**src/rtl/mc_pkg.sv**
```systemverilog
// Shared types and decode tables for the RV32I multicycle control unit.
// Holds the state encoding, opcode/ALU/immediate codes and the per-state control decode.
package mc_pkg;

  typedef enum logic [3:0] {
    S_FETCH    = 4'd0,
    S_DECODE   = 4'd1,
    S_MEMADR   = 4'd2,
    S_MEMREAD  = 4'd3,
    S_MEMWB    = 4'd4,
    S_MEMWRITE = 4'd5,
    S_EXECR    = 4'd6,
    S_EXECI    = 4'd7,
    S_ALUWB    = 4'd8,
    S_BEQ      = 4'd9,
    S_JAL      = 4'd10,
    S_TRAP     = 4'd11
  } state_t;

  localparam logic [6:0] OP_LW  = 7'b0000011;
  localparam logic [6:0] OP_SW  = 7'b0100011;
  localparam logic [6:0] OP_R   = 7'b0110011;
  localparam logic [6:0] OP_I   = 7'b0010011;
  localparam logic [6:0] OP_BEQ = 7'b1100011;
  localparam logic [6:0] OP_JAL = 7'b1101111;

  localparam logic [2:0] ALU_ADD = 3'b000;
  localparam logic [2:0] ALU_SUB = 3'b001;
  localparam logic [2:0] ALU_AND = 3'b010;
  localparam logic [2:0] ALU_OR  = 3'b011;
  localparam logic [2:0] ALU_SLT = 3'b101;

  typedef enum logic [1:0] {
    ALUOP_ADD   = 2'b00,
    ALUOP_SUB   = 2'b01,
    ALUOP_FUNCT = 2'b10
  } alu_op_t;

  localparam logic [1:0] IMM_I = 2'b00;
  localparam logic [1:0] IMM_S = 2'b01;
  localparam logic [1:0] IMM_B = 2'b10;
  localparam logic [1:0] IMM_J = 2'b11;

  // Moore part of the control word; fetch is later qualified by mem_ready.
  typedef struct packed {
    logic       fetch;
    logic       pc_update;
    logic       branch;
    logic       adr_src;
    logic       mem_write;
    logic       reg_write;
    logic [1:0] result_src;
    logic [1:0] src_a;
    logic [1:0] src_b;
    alu_op_t    alu_op;
  } ctrl_t;

  function automatic ctrl_t state_ctrl(input state_t s);
    ctrl_t c;
    c = '0;
    case (s)
      S_FETCH:    begin c.fetch = 1'b1; c.src_b = 2'b10; c.result_src = 2'b10; end
      S_DECODE:   begin c.src_a = 2'b01; c.src_b = 2'b01; end
      S_MEMADR:   begin c.src_a = 2'b10; c.src_b = 2'b01; end
      S_MEMREAD:  c.adr_src = 1'b1;
      S_MEMWB:    begin c.result_src = 2'b01; c.reg_write = 1'b1; end
      S_MEMWRITE: begin c.adr_src = 1'b1; c.mem_write = 1'b1; end
      S_EXECR:    begin c.src_a = 2'b10; c.alu_op = ALUOP_FUNCT; end
      S_EXECI:    begin c.src_a = 2'b10; c.src_b = 2'b01; c.alu_op = ALUOP_FUNCT; end
      S_ALUWB:    c.reg_write = 1'b1;
      S_BEQ:      begin c.src_a = 2'b10; c.alu_op = ALUOP_SUB; c.branch = 1'b1; end
      S_JAL:      begin c.src_a = 2'b01; c.src_b = 2'b10; c.pc_update = 1'b1; end
      default:    ;
    endcase
    return c;
  endfunction

endpackage

```
**src/rtl/mc_alu_dec.sv**
```systemverilog
// ALU decoder: maps ALUOp plus instruction fields to the 3-bit ALUControl code.
// Purely combinational; unknown funct3 values fall back to add rather than trapping.
import mc_pkg::*;

module mc_alu_dec (
  input  alu_op_t    alu_op,
  input  logic [2:0] funct3,
  input  logic       op_b5,
  input  logic       funct7_b5,
  output logic [2:0] alu_control
);

  always_comb begin
    alu_control = ALU_ADD;
    case (alu_op)
      ALUOP_SUB: alu_control = ALU_SUB;
      ALUOP_FUNCT: begin
        case (funct3)
          // op[5] separates R-type sub from addi with imm[10] set
          3'b000:  alu_control = (op_b5 & funct7_b5) ? ALU_SUB : ALU_ADD;
          3'b010:  alu_control = ALU_SLT;
          3'b110:  alu_control = ALU_OR;
          3'b111:  alu_control = ALU_AND;
          default: alu_control = ALU_ADD;
        endcase
      end
      default: alu_control = ALU_ADD;
    endcase
  end

endmodule

```
**src/rtl/mc_ctrl_fsm.sv**
```systemverilog
// Multicycle RV32I control FSM with mem_ready wait states, bounded timeout and sticky trap.
// Optional jal sequencing compiled in with MC_CTRL_JAL_EN.
import mc_pkg::*;

module mc_ctrl_fsm #(
  parameter int WAIT_W   = 4,
  parameter int MAX_WAIT = 15
) (
  input  logic       clk,
  input  logic       rst_n,
  input  logic [6:0] op,
  input  logic [2:0] funct3,
  input  logic       funct7_b5,
  input  logic       zero,
  input  logic       mem_ready,
  output logic       PCWrite,
  output logic       AdrSrc,
  output logic       MemWrite,
  output logic       IRWrite,
  output logic [1:0] ResultSrc,
  output logic [1:0] ALUSrcA,
  output logic [1:0] ALUSrcB,
  output logic [2:0] ALUControl,
  output logic [1:0] ImmSrc,
  output logic       RegWrite,
  output logic       illegal,
  output logic       mem_err,
  output logic [3:0] dbg_state
);

  state_t            state;
  state_t            nxt;
  ctrl_t             ctrl_q;
  logic [WAIT_W-1:0] wait_cnt;
  logic              mem_state;
  logic              timeout;
  logic              illegal_op;

  assign mem_state = (state == S_FETCH) || (state == S_MEMREAD) || (state == S_MEMWRITE);
  assign timeout   = (MAX_WAIT != 0) && mem_state && !mem_ready &&
                     (wait_cnt == WAIT_W'(MAX_WAIT));

  always_comb begin
    nxt        = state;
    illegal_op = 1'b0;
    case (state)
      S_FETCH: if (mem_ready) nxt = S_DECODE;
      S_DECODE: begin
        case (op)
          OP_LW, OP_SW: nxt = S_MEMADR;
          OP_R:         nxt = S_EXECR;
          OP_I:         nxt = S_EXECI;
          OP_BEQ:       nxt = S_BEQ;
`ifdef MC_CTRL_JAL_EN
          OP_JAL:       nxt = S_JAL;
`else
          OP_JAL:       begin nxt = S_TRAP; illegal_op = 1'b1; end
`endif
          default:      begin nxt = S_TRAP; illegal_op = 1'b1; end
        endcase
      end
      S_MEMADR:   nxt = (op == OP_SW) ? S_MEMWRITE : S_MEMREAD;
      S_MEMREAD:  if (mem_ready) nxt = S_MEMWB;
      S_MEMWB:    nxt = S_FETCH;
      S_MEMWRITE: if (mem_ready) nxt = S_FETCH;
      S_EXECR, S_EXECI: nxt = S_ALUWB;
      S_ALUWB:    nxt = S_FETCH;
      S_BEQ:      nxt = S_FETCH;
`ifdef MC_CTRL_JAL_EN
      S_JAL:      nxt = S_ALUWB;
`endif
      default:    nxt = S_TRAP;
    endcase
    // timeout only fires with mem_ready low, so a same-cycle completion wins
    if (timeout) nxt = S_TRAP;
  end

  // control word is registered alongside the state it belongs to
  always_ff @(posedge clk) begin
    if (!rst_n) begin
      state    <= S_FETCH;
      ctrl_q   <= state_ctrl(S_FETCH);
      wait_cnt <= '0;
      illegal  <= 1'b0;
      mem_err  <= 1'b0;
    end else begin
      state  <= nxt;
      ctrl_q <= state_ctrl(nxt);
      if (nxt != state)
        wait_cnt <= '0;
      else if (mem_state && !mem_ready && (wait_cnt != '1))
        wait_cnt <= wait_cnt + WAIT_W'(1);
      if (illegal_op) illegal <= 1'b1;
      if (timeout)    mem_err <= 1'b1;
    end
  end

  assign IRWrite   = rst_n & ctrl_q.fetch & mem_ready;
  assign PCWrite   = rst_n & ((ctrl_q.fetch & mem_ready) | ctrl_q.pc_update |
                              (ctrl_q.branch & zero));
  assign MemWrite  = rst_n & ctrl_q.mem_write;
  assign RegWrite  = rst_n & ctrl_q.reg_write;
  assign AdrSrc    = ctrl_q.adr_src;
  assign ResultSrc = ctrl_q.result_src;
  assign ALUSrcA   = ctrl_q.src_a;
  assign ALUSrcB   = ctrl_q.src_b;
  assign dbg_state = state;

  mc_alu_dec u_alu_dec (
    .alu_op      (ctrl_q.alu_op),
    .funct3      (funct3),
    .op_b5       (op[5]),
    .funct7_b5   (funct7_b5),
    .alu_control (ALUControl)
  );

  always_comb begin
    ImmSrc = IMM_I;
    case (op)
      OP_SW:   ImmSrc = IMM_S;
      OP_BEQ:  ImmSrc = IMM_B;
`ifdef MC_CTRL_JAL_EN
      OP_JAL:  ImmSrc = IMM_J;
`endif
      default: ImmSrc = IMM_I;
    endcase
  end

endmodule

```
**config.mk**
```make
export PLATFORM = sky130hd
export DESIGN_NAME = mc_ctrl_fsm
export DESIGN_NICKNAME = d
export VERILOG_FILES = /design/src/rtl/mc_pkg.sv /design/src/rtl/mc_alu_dec.sv /design/src/rtl/mc_ctrl_fsm.sv
export SDC_FILE = /design/constraint.sdc
export NUM_CORES = 1
export LEC_CHECK = 0
export ABC_CLOCK_PERIOD_IN_PS = 2300
export CELL_PAD_IN_SITES_DETAIL_PLACEMENT = 0
export CELL_PAD_IN_SITES_GLOBAL_PLACEMENT = 1
export CORE_MARGIN = 1.5
export CORE_UTILIZATION = 36
export CTS_BUF_LIST = sky130_fd_sc_hd__clkbuf_8
export DETAILED_ROUTE_END_ITERATION = 10
export GPL_TIMING_DRIVEN = 0
export HOLD_SLACK_MARGIN = 0.15
export PLACE_DENSITY = 0.83
export SYNTH_ARGS = -nofsm -noshare
export SYNTH_HDL_FRONTEND = slang
export SYNTH_HIERARCHICAL = 1
export SYNTH_SLANG_ARGS = --single-unit
```
**constraint.sdc**
```tcl
create_clock -name clk -period 2.3 [get_ports clk]
set_clock_uncertainty 0.1 [all_clocks]
set_input_delay 0.46 -clock clk [delete_from_list [all_inputs] [get_ports clk]]
set_output_delay 0.46 -clock clk [all_outputs]
set_load 0.02 [all_outputs]
```
## Word-level counts from Yosys, hierarchy flattened

Index checks and enable logic that the tools add are counted.

| storage, ports and cells | value |
|---|---|
| input port bits | 15 |
| output and inout bits | 22 |
| bits in registers | 24 |
| logic and storage cells | 102 |

| operators by class | value |
|---|---|
| reduce and logical (&&, ||, !) cells | 21 |
| bitwise operators | 11 |
| eq/ne operators | 32 |
| add/sub/neg operators | 1 |
| muxes and demuxes | 23 |

Operator list:

| kind | number |
|---|---|
| $eq A4 B3 Y1 const B | 8 |
| $pmux W4 S7 | 1 |
| $eq A4 B4 Y1 const B | 6 |
| $pmux W2 S2 | 5 |
| $eq A4 B2 Y1 const B | 4 |
| $mux W4 | 4 |
| $pmux W4 S4 | 1 |
| $reduce_or A2 Y1 | 8 |
| $eq A7 B6 Y1 const B | 2 |
| $pmux W3 S4 | 1 |
| $mux W1 | 9 |
| $and A1 B1 Y1 | 8 |
| $eq A4 B1 Y1 const B | 2 |
| $logic_not A4 Y1 | 2 |
| $eq A7 B2 Y1 const B | 1 |
| $eq A7 B5 Y1 const B | 1 |
| $eq A7 B7 Y1 const B | 1 |
| $eq A3 B3 Y1 const B | 2 |
| $pmux W3 S2 | 1 |
| $reduce_or A3 Y1 | 2 |
| $reduce_or A5 Y1 | 1 |
| $add A4 B1 Y4 const B | 1 |
| $ne A4 B4 Y1 | 1 |
| $ne A4 B4 Y1 const B | 1 |
| 11 further kinds | 15 |

## Longest topological paths before layout

| logic depth | value |
|---|---|
| depth in word-level cells | 9 |
| gate-level depth with buffers | 8 |
| gate-level depth less buffers | 6 |

## Hierarchy

Netlist, hierarchy kept.

By module, submodules not included:

| module | seq. area each (µm²) | times used | area an instance (µm²) | cells each |
|---|---|---|---|---|
| mc_ctrl_fsm | 460.4 | 1 | 1242.4 | 145 |
| mc_alu_dec | 0.0 | 1 | 96.3 | 11 |

## Worst setup path before layout

OpenSTA, ideal clock, no wires.

| timing | value |
|---|---|
| path kind | in2reg |
| start point | in op[2] |
| end point | reg ctrl_q (netlist bit ALUSrcB[1]) |
| path buffers | 0 |
| setup slack | -116 ps |
| data arrival time | 2242 ps |
| required time | 2126 ps |
| cell stages on the path | 5 |
| cell sequence | nand4bb_1 -> nor3_1 -> o221ai_1 -> or3_4 -> o21ai_0 |

| on the way | value |
|---|---|
| cells in the longest elaborated chain, start to end | 8 |
| elaborated cells on any way between the ends | 18 |

RTL lines:

| element | line | text |
|---|---|---|
| start: declaration | mc_ctrl_fsm.sv:11 | `input logic [6:0] op,` |
| $eq A7 B6 Y1 or $eq A7 B2 Y1 (tied branches) | mc_ctrl_fsm.sv:49, mc_ctrl_fsm.sv:62 |  |
| $reduce_or A2 Y1 | mc_ctrl_fsm.sv:49 | `case (op)` |
| $pmux W4 S4 | mc_ctrl_fsm.sv:49 |  |
| $pmux W4 S7 (*) | mc_ctrl_fsm.sv:46 | `case (state)` |
| $mux W4 (*) | mc_ctrl_fsm.sv:75 | `if (timeout) nxt = S_TRAP;` |
| $eq A4 B3 Y1 (tied with other cells) | mc_pkg.sv:61 | `case (s)` |
| $reduce_or A3 Y1 (no source line) or $reduce_or A2 Y1 (tied branches) | - |  |
| $pmux W2 S2 (*) | mc_pkg.sv:61 |  |
| end signal: assignment | mc_ctrl_fsm.sv:82 | `ctrl_q <= state_ctrl(S_FETCH);` |
| end signal: assignment | mc_ctrl_fsm.sv:88 | `ctrl_q <= state_ctrl(nxt);` |
| end: declaration | mc_ctrl_fsm.sv:33 | `ctrl_t ctrl_q;` |

Every way passes the cells marked *; elsewhere a longest branch is shown, timed or not.
A chain may end at the register's enable or synchronous reset.

## Worst setup path after layout

| timing | value |
|---|---|
| start point | in op[6] |
| end point | reg ctrl_q (netlist bit AdrSrc) |

| on the way | value |
|---|---|
| cells in the longest elaborated chain, start to end | 8 |
| elaborated cells on any way between the ends | 14 |

RTL lines:

| element | line |
|---|---|
| $eq A7 B6 Y1 or $eq A7 B2 Y1 (tied branches) | mc_ctrl_fsm.sv:49, mc_ctrl_fsm.sv:62 |
| $reduce_or A2 Y1 | mc_ctrl_fsm.sv:49 |
| $pmux W4 S4 | mc_ctrl_fsm.sv:49 |
| $pmux W4 S7 (*) | mc_ctrl_fsm.sv:46 |
| $mux W4 (*) | mc_ctrl_fsm.sv:75 |
| $eq A4 B3 Y1 or $eq A4 B2 Y1 (tied branches) | mc_pkg.sv:61 |
| $reduce_or A2 Y1 (no source line) (*) | - |
| $mux W1 (*) | mc_pkg.sv:61 |

Marks and branches as above.

==> key figures <==
Global route
  – Initial antenna violation count: 0
  – GRT overflow: 0
  – Largest net degree at the start of global routing: 14
  – GRT Overall Usage: 0.167
  – Global-route wire length before repair: 5.50 mm
  – Vias in the first global route: 1,221

Power and ir drop
  – Peak supply drop: 0.359 mV
  – Power per Cell Area: 771 nW/um2
  – Leakage: 0.828 nW
  – Tot Pwr: 1.55 mW

Layout
  – Final #Nets: 218
  – Core Util, Final: 0.585
  – Register Area: 463 um2
  – Layout cells sized above 1: 0.312
  – N_diodes: 0
  – Area occupied by multi-input gates: 925 um2
  – Filler cells: 302
  – Synthesis-to-layout area growth: 50.4%
  – Post-route insts no fill: 245

Timing
  – Final worst slack: 0.0632 ns
  – Slew headroom: 0.652
  – Fin crit period: 2.24 ns
  – Setup violators final: 0
  – Max-slew violations: 0
  – Final Hold Vio Count: 0
  – Max Clock Freq: 447 MHz
  – Final Cycle Share: 0.973
  – Slew @ Worst Pin: 0.522 ns
  – Final hold slack: 0.356 ns
  – RSZ-0062 raised after global routing: yes

Setup path
  – Critical path's top delay family: buffers and inverters
  – Worst Setup Start Kind: primary input
  – Slowest-stage cell, CP: clkdlybuf4s50_1
  – Buf/Inv on CP: 3
  – Critical R2R Launch: dbg_state[1]$_SDFF_PN0_
  – Critical Path RT: 2.41 ns
  – Crit path kind: primary input to register
  – Worst EP arrival: 2.34 ns
  – CP Max Fanout: 7
  – FF-to-FF End: AdrSrc$_SDFF_PN0_
  – R2R cell count: 8
  – Internal reg-to-reg setup slack: 0.09 ns
  – Worst-path cell chain: clkdlybuf4s50_1 > inv_2 > o2111a_2 > nor2_4 > or3b_4 > buf_6 > or2_1 > a21oi_2
  – Max incr delay on CP: 0.54 ns
  – Worst setup EP type: register

Logic synthesis
  – Post-synth top cells: dfxtp_1 (23), nor2_1 (19), buf_4 (8), inv_1 (8)
  – Ys Warns: 6
  – Asr flop ratio synth: 0
  – Post-synthesis cell count: 156
  – Syn nets: 174
  – Seq/Total Area, Yosys: 0.344
  – Mapped Area: 1340 um2
  – #FFs+latches synth: 23
  – EDFF count, synth: 0
  – Area contributors post-synth: dfxtp_1 (34%), nor2_1 (5.3%), buf_4 (4.5%), xnor2_1 (3.3%), ha_1 (2.8%)
  – Number of library cell types mapped by synthesis: 59
  – Top FF cell, synth: dfxtp_1
  – Syn_area_per_cell: 8.58 um2
  – Area leader, netlist: dfxtp_1
  – Cell with the most instances after synthesis: dfxtp_1
  – Synth top area share: 0.344

Placement
  – Place WS: -0.588 ns
  – Port bufs: 35
  – Gpl congestion: 0.778
  – Placed cell count: 237
  – HPWL after detailed placement: 2.44 mm

Drt
  – Vias per inst: 5.26
  – Drt first pass iters: 4
  – DRC viols: 0
  – Routed WL per cell: 14.1 um
  – Post-route antenna net violation count: 0
  – Wirelength, routed: 3.46 mm
  – Total number of vias: 1,288
  – DR iter-0 viols: 38

Clock network
  – Reg clk slew, reported paths: 0.08 ns
  – Clock tree from TritonCTS: built
  – Clock Root Buffer: clkbuf_8
  – Clk buf depth: 2
  – # clock sinks: 23
  – CTS Buf Count: 3
  – H-tree depth: 1
  – Worst-Skew Late Latency: 0.27 ns

Die
  – Core ar.: 3440 um2
  – Die area: 4090 um2
  – Initial Util: 0.389
  – Width of the die: 64.0 um
  – Die Span Y: 64.0 um
  – I/O pin count: 37
  – Core Rows: 21

Run status
  – Status: finished clean

Hold path
  – Min-delay worst type: register to register
  – Hold Startpoint: illegal$_SDFFE_PN0P_
  – Hold Path End: illegal$_SDFFE_PN0P_
  – WHS Path Cells: 2

Flow run
  – Max-capacitance violation count: 0
routing by layer:
metal	global-route usage	part of all wire	wire length, um
met1	0.206	0.42	1460
met2	0.296	0.51	1770
met3	0.0387	0.056	195
met4	0.0353	0.0090	31
met5	0	0	0
layout by cell type, fill, tap and decap left out, types with 2 or more instances in the layout:
master / synthesis / routed
a21oi_1: 4 / 3
and2_1: 3 / 2
and3_1: 3 / 3
buf_4: 8 / 12
buf_6: 1 / 3
clkbuf_2: 1 / 2
clkbuf_4: 0 / 3
clkbuf_8: 0 / 3
clkdlybuf4s50_1: 0 / 20
dfxtp_1: 23 / 21
dfxtp_2: 0 / 2
dlygate4sd2_1: 0 / 7
dlymetal6s2s_1: 0 / 4
ha_1: 3 / 3
inv_1: 8 / 6
nand2_1: 5 / 5
nand2b_1: 6 / 6
nand3_1: 2 / 2
nand3b_1: 2 / 2
nor2_1: 19 / 18
nor3_1: 7 / 5
nor3b_1: 2 / 2
o21ai_0: 7 / 5
o21bai_1: 2 / 2
xnor2_1: 5 / 4
worst reg2reg max path, stage by stage, from the launching register on:
cell and delay, ns:
dfxtp_2 0.39, buf_6 0.15, and3b_1 0.18, o2111a_2 0.31, nor2_4 0.13, or3b_4 0.38
buf_6 0.14, or2_1 0.23, a21oi_2 0.13
worst max path at each step:
stage	slack, ns	from	cells after the start	to
CTS	-0.01	rst_n	5	PCWrite
detailed placement	-0.59	rst_n	5	PCWrite
global route	-0.03	dbg_state[2]$_SDFF_PN0_	7	wait_cnt[1]$_SDFFE_PP0P_
finish	0.06	op[6]	8	AdrSrc$_SDFF_PN0_
floorplan	0.05	dbg_state[2]$_SDFF_PN0_	7	wait_cnt[3]$_SDFFE_PP0P_
global placement	-0.55	rst_n	5	PCWrite
timing repair:
| action | CTS | global route |
|---|---|---|
| resized for setup | 32 | 39 |
| hold buffers | 0 | 0 |
| pin swaps | 1 | 5 |
| endpoints found under the setup margin | 24 | 20 |
| buffers inserted | 0 | 4 |
cells by family after synthesis:
| kind of cell | Yosys count | share of synthesized area |
|---|---|---|
| other cells | 1 | 0.00280 |
| mux | 2 | 0.0159 |
| compound gates | 31 | 0.174 |
| fa+ha+maj | 3 | 0.0280 |
| simple gates | 67 | 0.300 |
| buf+inv | 23 | 0.0963 |
| xor+xnor | 6 | 0.0393 |
| flops | 23 | 0.344 |
flip-flops by register name, indices dropped and copies added (netlist names):
register,count
illegal,1
wait_cnt,4
mem_err,1
dbg_state,4
ResultSrc,2
ALUSrcB,2
ALUSrcA,2
ctrl_q,6
AdrSrc,1
per-stage QoR:
stage                     cell area [um2]  setup TNS [ns]
after floorplan                      1340               0
after global placement               1750           -7.33
after detailed placement             1750           -8.51
after CTS                            1870         -0.0203
after global routing                 2010         -0.0415
final                                2010               0
layout make-up:
cell class | instances | area share
Inverter | 8 | 0.0168
Timing Repair Buffer | 39 | 0.183
Clock buffer | 3 | 0.0205
Sequential cell | 23 | 0.230
Multi-Input combinational cell | 110 | 0.459
Tap cell | 46 | 0.0286
Clock inverter | 1 | 0.00249
Buffer | 15 | 0.0597
power breakdown:
| part | total (mW) | switching [mW] | internal [mW] |
|---|---|---|---|
| combinational | 0.811 | 0.414 | 0.396 |
| sequential | 0.490 | 0.0286 | 0.461 |
| clock | 0.252 | 0.131 | 0.121 |
| total | 1.55 | 0.574 | 0.979 |
(Power assumes the default switching activity.)
